$ cat src/rtl/mult_div_unit_pkg.sv
// Shared encodings for the multiply/divide unit: opcodes, FSM states and op decode helpers.
// The decoder and hazard unit import the same package so the encodings live in one place.
package mult_div_unit_pkg;

  typedef enum logic [2:0] {
    MDU_MULT  = 3'b000,
    MDU_MULTU = 3'b001,
    MDU_DIV   = 3'b010,
    MDU_DIVU  = 3'b011,
    MDU_MTHI  = 3'b100,
    MDU_MTLO  = 3'b101
  } mdu_op_e;

  typedef enum logic [1:0] {
    ST_IDLE = 2'b00,
    ST_MUL  = 2'b01,
    ST_DIV  = 2'b10
  } mdu_state_e;

  function automatic logic is_mul_op(input logic [2:0] op);
    return (op == MDU_MULT) || (op == MDU_MULTU);
  endfunction

  function automatic logic is_div_op(input logic [2:0] op);
    return (op == MDU_DIV) || (op == MDU_DIVU);
  endfunction

  function automatic logic is_signed_op(input logic [2:0] op);
    return (op == MDU_MULT) || (op == MDU_DIV);
  endfunction

endpackage

$ cat src/rtl/mdu_abs_neg.sv
// Conditional two's-complement negate: y = neg ? -a : a.
// Used both to take operand magnitudes and to restore result signs.
module mdu_abs_neg #(
  parameter int WIDTH = 32
) (
  input  logic [WIDTH-1:0] a,
  input  logic             neg,
  output logic [WIDTH-1:0] y
);

  assign y = neg ? (~a + WIDTH'(1)) : a;

endmodule

$ cat src/rtl/mult_div_unit.sv
// Iterative MULT/MULTU/DIV/DIVU unit holding HI/LO; one result bit per cycle over WIDTH cycles.
// Signed ops run on magnitudes and fix the sign of the result on the final iteration edge.
module mult_div_unit
  import mult_div_unit_pkg::*;
#(
  parameter int WIDTH = 32
) (
  input  logic             clk,
  input  logic             reset,
  input  logic             start,
  input  logic [2:0]       op,
  input  logic [WIDTH-1:0] srca,
  input  logic [WIDTH-1:0] srcb,
  input  logic             abort,
  output logic             busy,
  output logic             done,
  output logic [WIDTH-1:0] hi,
  output logic [WIDTH-1:0] lo
);

  localparam int CNT_W = $clog2(WIDTH) + 1;

  mdu_state_e         state, state_nxt;
  logic [CNT_W-1:0]   cnt;
  logic [2*WIDTH-1:0] acc, acc_nxt;
  logic [WIDTH-1:0]   opnd;
  logic               neg_q, neg_r, div_zero;

  logic               launch, last, finish, signed_op;
  logic [WIDTH-1:0]   abs_a, abs_b;
  logic [WIDTH:0]     sum, shifted, diff;
  logic               qbit;
  logic [2*WIDTH-1:0] prod_fix;
  logic [WIDTH-1:0]   quo_fix, rem_fix;

  assign busy      = (state != ST_IDLE);
  assign signed_op = is_signed_op(op);
  assign launch    = start && !abort && (state == ST_IDLE);
  assign last      = (cnt == CNT_W'(WIDTH - 1));

  mdu_abs_neg #(.WIDTH(WIDTH)) u_abs_a (.a(srca), .neg(signed_op & srca[WIDTH-1]), .y(abs_a));
  mdu_abs_neg #(.WIDTH(WIDTH)) u_abs_b (.a(srcb), .neg(signed_op & srcb[WIDTH-1]), .y(abs_b));

  // NOTE: state register only; next-state logic stays combinational below.
  always_ff @(posedge clk) begin
    if (reset) state <= ST_IDLE;
    else       state <= state_nxt;
  end

  // NOTE: every output of this block gets a default first, so no path can infer a latch.
  always_comb begin
    state_nxt = state;
    finish    = 1'b0;
    unique case (state)
      ST_IDLE: begin
        if (launch && is_mul_op(op))      state_nxt = ST_MUL;
        else if (launch && is_div_op(op)) state_nxt = ST_DIV;
      end
      ST_MUL, ST_DIV: begin
        if (abort) begin
          state_nxt = ST_IDLE;
        end else if (last) begin
          state_nxt = ST_IDLE;
          finish    = 1'b1;
        end
      end
      default: state_nxt = ST_IDLE;
    endcase
  end

  // acc holds {partial product, remaining multiplier} for MUL and {remainder, quotient} for DIV.
  always_comb begin
    sum     = {1'b0, acc[2*WIDTH-1:WIDTH]} + (acc[0] ? {1'b0, opnd} : '0);
    shifted = acc[2*WIDTH-1:WIDTH-1];
    diff    = shifted - {1'b0, opnd};
    qbit    = !diff[WIDTH];
    if (state == ST_MUL) acc_nxt = {sum, acc[WIDTH-1:1]};
    else acc_nxt = {(qbit ? diff[WIDTH-1:0] : shifted[WIDTH-1:0]), acc[WIDTH-2:0], qbit};
  end

  mdu_abs_neg #(.WIDTH(2*WIDTH)) u_fix_prod (.a(acc_nxt), .neg(neg_q), .y(prod_fix));
  mdu_abs_neg #(.WIDTH(WIDTH)) u_fix_quo (.a(acc_nxt[WIDTH-1:0]), .neg(neg_q), .y(quo_fix));
  mdu_abs_neg #(.WIDTH(WIDTH)) u_fix_rem (.a(acc_nxt[2*WIDTH-1:WIDTH]), .neg(neg_r), .y(rem_fix));

  // NOTE: the datapath registers are reset too, so an op cut short by reset leaves no stale state.
  always_ff @(posedge clk) begin
    if (reset) begin
      hi       <= '0;
      lo       <= '0;
      done     <= 1'b0;
      cnt      <= '0;
      acc      <= '0;
      opnd     <= '0;
      neg_q    <= 1'b0;
      neg_r    <= 1'b0;
      div_zero <= 1'b0;
    end else begin
      done <= finish;
      if (launch) begin
        if (is_mul_op(op) || is_div_op(op)) begin
          cnt      <= '0;
          neg_q    <= signed_op & (srca[WIDTH-1] ^ srcb[WIDTH-1]);
          neg_r    <= signed_op & srca[WIDTH-1];
          div_zero <= (srcb == '0);
          opnd     <= is_mul_op(op) ? abs_a : abs_b;
          acc      <= {{WIDTH{1'b0}}, (is_mul_op(op) ? abs_b : abs_a)};
        end else if (op == MDU_MTHI) begin
          hi <= srca;
        end else if (op == MDU_MTLO) begin
          lo <= srca;
        end
      end else if (busy && !abort) begin
        acc <= acc_nxt;
        cnt <= cnt + CNT_W'(1);
        if (finish && state == ST_MUL) begin
          hi <= prod_fix[2*WIDTH-1:WIDTH];
          lo <= prod_fix[WIDTH-1:0];
        end else if (finish) begin
          // Divide by zero: the remainder path already yields srca; only the quotient is forced.
          hi <= rem_fix;
          lo <= div_zero ? '1 : quo_fix;
        end
      end
    end
  end

endmodule

$ cat config.mk
export PLATFORM = sky130hd
export DESIGN_NAME = mult_div_unit
export DESIGN_NICKNAME = d
export VERILOG_FILES = /design/src/rtl/mult_div_unit_pkg.sv /design/src/rtl/mdu_abs_neg.sv /design/src/rtl/mult_div_unit.sv
export SDC_FILE = /design/constraint.sdc
export NUM_CORES = 1
export LEC_CHECK = 0
export ABC_AREA = 1
export BUFFER_PORTS_ARGS = -buffer_cell sky130_fd_sc_hd__clkbuf_2
export CAP_MARGIN = 20
export CORE_AREA = 2 2 270 205
export CTS_CLUSTER_SIZE = 14
export DETAILED_ROUTE_END_ITERATION = 6
export DIE_AREA = 0 0 272 207
export PLACE_DENSITY = 0.57
export SLEW_MARGIN = 20
export SYNTH_ARGS = -nofsm -noshare
export SYNTH_HDL_FRONTEND = slang
export SYNTH_HIERARCHICAL = 1
export SYNTH_SLANG_ARGS = --single-unit
$ cat constraint.sdc
create_clock -name clk -period 4.9 [get_ports clk]
set_input_delay 0.49 -clock clk [delete_from_list [all_inputs] [get_ports clk]]
set_output_delay 0.49 -clock clk [all_outputs]
set_load 0.02 [all_outputs]
==> results.sh <==
export IMPL_status="complete, no violations"
export IMPL_layout_commonest_cell="nand2_1"
export IMPL_finalNetCount=3997
export IMPL_syn_area_um2=21300
export IMPL_die_y_um=207
export IMPL_synthCells=3768
export IMPL_crit_family="simple AND/OR/NAND/NOR gates"
export IMPL_finalClockSkew_ns=0.0182
export IMPL_critPathRequiredTime_ns=5.29
export IMPL_period_share=0.951
export IMPL_crit_top_cell="nand2_1"
export IMPL_final_core_util=0.433
export IMPL_wl_per_cell_um=21.6
export IMPL_busiest_layer="met1"
export IMPL_initialDrtViolationCount=3633
export IMPL_drt_total_wl_um=99000
export IMPL_finalSetupViolations=0
export IMPL_ant_nets=0
export IMPL_io_buffers=136
export IMPL_dp_hpwl_um=79800
export IMPL_hold_path_cell_count=3
export IMPL_post_cts_repair_setup_buffers=0
export IMPL_tns_ns=0
export IMPL_r2r_cells=28
export IMPL_crit_fanout=26
export IMPL_max_slew_margin=0.286
export IMPL_fillers=6065
export IMPL_hold_violations=0
export IMPL_critPathCaptureType="flop"
export IMPL_cts_num_sinks=172
export IMPL_synthDistinctLibCells=56
export IMPL_max_freq_ghz=0.215
export IMPL_r2r_end="hi[29]$_SDFFE_PP0P_"
export IMPL_use_met1=0.520
export IMPL_post_cts_resized=0
export IMPL_cp_num_cells=28
export IMPL_start_util=0.395
export IMPL_min_path_type="in2reg"
export IMPL_drc_errors=0
export IMPL_min_to="opnd[0]$_SDFFE_PP0P_"
export IMPL_grt_max_degree=97
export IMPL_drtPass1Iterations=7
export IMPL_grt_pass1_wl_um=146000
export IMPL_place_congestion=1.06
export IMPL_routed_via_density=5.58
export IMPL_use_met2=0.458
export IMPL_layout_drive_gt1_share=0.123
export IMPL_hold_ws_ns=0.387
export IMPL_vias=25600
export IMPL_crit_type="reg2reg"
export IMPL_ys_async_sr_fraction=0
export IMPL_min_period_ns=4.66
export IMPL_critPathArrivalTime_ns=5.05
export IMPL_cts_buffer_depth=2
export IMPL_row_count=74
export IMPL_dieWidth_um=272
export IMPL_syn2layout_area_growth_pct=9.63
export IMPL_yosys_warnings=6
export IMPL_ys_flop_type="dfxtp_1"
export IMPL_cts_made_buffers=17
export IMPL_synth_seq_cells=172
export IMPL_max_stage_delay_ns=0.44
export IMPL_cts_root_buf="clkbuf_16"
export IMPL_clock_latency_ns=0.53
export IMPL_syn_nets=3913
export IMPL_worst_path_buf_inv=2
export IMPL_hold_buffers=0
export IMPL_grt_antenna_before_repair=0
export IMPL_synth_avg_cell_area_um2=5.64
export IMPL_overflow=0
export IMPL_slew_violations=0
export IMPL_r2r_start="acc[31]$_SDFFE_PP0P_"
export IMPL_core_region_area_um2=53800
export IMPL_clk_pin_slew_worst_paths_ns=0.08
export IMPL_crit_path_start_kind="flop"
export IMPL_ys_seq_area_frac=0.162
export IMPL_grt_usage=0.346
export IMPL_synth_edf_count=0
export IMPL_io_pins=137
export IMPL_htree_levels=4
export IMPL_layout_common_cells="nand2_1 (1207), inv_1 (402), nor2_1 (401)"
export IMPL_drv_cap=0
export IMPL_first_global_vias=22700
export IMPL_crit_slowest_cell="fa_1"
export IMPL_rsz0062_at_grt="false"
export IMPL_hp_start="srcb[0]"
export IMPL_cts_tree="built"
export IMPL_reg2reg_slack_ns=0.24
export IMPL_dieArea_um2=56300
export IMPL_worstMarginPinSlew_ns=1.07
export IMPL_grt_use_met3=0.113
## worst max-delay path by stage
stage,start,endpoint,slack (ns)
finish,acc[31]$_SDFFE_PP0P_,hi[29]$_SDFFE_PP0P_,0.24
global route,acc[0]$_SDFFE_PP0P_,hi[26]$_SDFFE_PP0P_,0.004
CTS,acc[31]$_SDFFE_PP0P_,hi[29]$_SDFFE_PP0P_,0.43
detailed placement,acc[31]$_SDFFE_PP0P_,hi[29]$_SDFFE_PP0P_,0.46
global placement,acc[0]$_SDFFE_PP0P_,hi[29]$_SDFFE_PP0P_,0.43
floorplan,acc[0]$_SDFFE_PP0P_,hi[23]$_SDFFE_PP0P_,1.33
## state kept, by name (all words and copies together), names as in the netlist
register / count
cnt: 6
neg_q: 1
done: 1
acc: 64
neg_r: 1
opnd: 32
state: 2
hi: 32
div_zero: 1
lo: 32
## worst min-delay path, cell delays in order
cell      delay [ns]
clkbuf_2        0.14
o21ai_0         0.13
a311oi_1        0.10
## Yosys cell counts, drive strengths merged, types with 2 or more instances
library cell / n / area (um2)
a221oi: 2 / 17.5
nand4: 38 / 238
o21a: 5 / 37.5
or2: 10 / 62.6
buf: 59 / 354
a21oi: 236 / 1200
a31oi: 66 / 413
a211oi: 4 / 55.1
xor2: 47 / 419
nor3: 15 / 91.3
xnor2: 65 / 569
ha: 72 / 901
fa: 2 / 40.0
dfxtp: 172 / 3440
o21bai: 38 / 285
nand2: 1269 / 4980
a21o: 5 / 37.5
and3: 2 / 12.5
nand3: 252 / 1430
nor2: 490 / 2320
nor4: 9 / 56.3
o211ai: 33 / 248
nand3b: 20 / 150
inv: 420 / 1600
and2: 25 / 159
o21ai: 322 / 1720
clkbuf: 85 / 379
## kinds of logic (layout without fill, tap and decap cells)
family	count (synthesis)	count (layout)	share of synthesized area
xor gates and xnor gates	112	112	0.0465
other	0	1	0
AOI/OAI and AO/OA	714	714	0.190
buffers and inverters	566	663	0.110
and+or+nand+nor	2130	2130	0.447
DFF	172	172	0.162
adders and majority gates	74	74	0.0443
## per-layer routing
metal | vias to the layer above | share of wire
met5 | - | 0
met4 | 0 | 0.024
met3 | 117 | 0.14
met2 | 1401 | 0.38
met1 | 11800 | 0.46
li1 | 12300 | -
## cell type report
| type | count | area (um2) | share of cell area |
|---|---|---|---|
| diodes | 1 | 2.50 | 0.000107 |
| clock buffers | 17 | 425 | 0.0183 |
| clock inverters | 15 | 166 | 0.00714 |
| inverters | 421 | 1600 | 0.0688 |
| multi-input cells | 3030 | 15500 | 0.665 |
| flip-flops and latches | 172 | 3450 | 0.148 |
| well taps | 722 | 903 | 0.0388 |
| repair buffers | 210 | 1260 | 0.0541 |
## per-stage QoR
stage / area (um2) / setup slack (ns) / cells
3_3_place_gp: 22700 / 0.433 / 4555
4_1_cts: 23300 / 0.435 / 4587
5_1_grt: 23300 / 0.00374 / 4587
3_5_place_dp: 22700 / 0.457 / 4555
2_1_floorplan: 21300 / 1.33 / 3768
6_report: 23300 / 0.241 / 4588
Power is not shown: default switching activity piles up to over one toggle a cycle in this logic, so the estimate is an artifact.
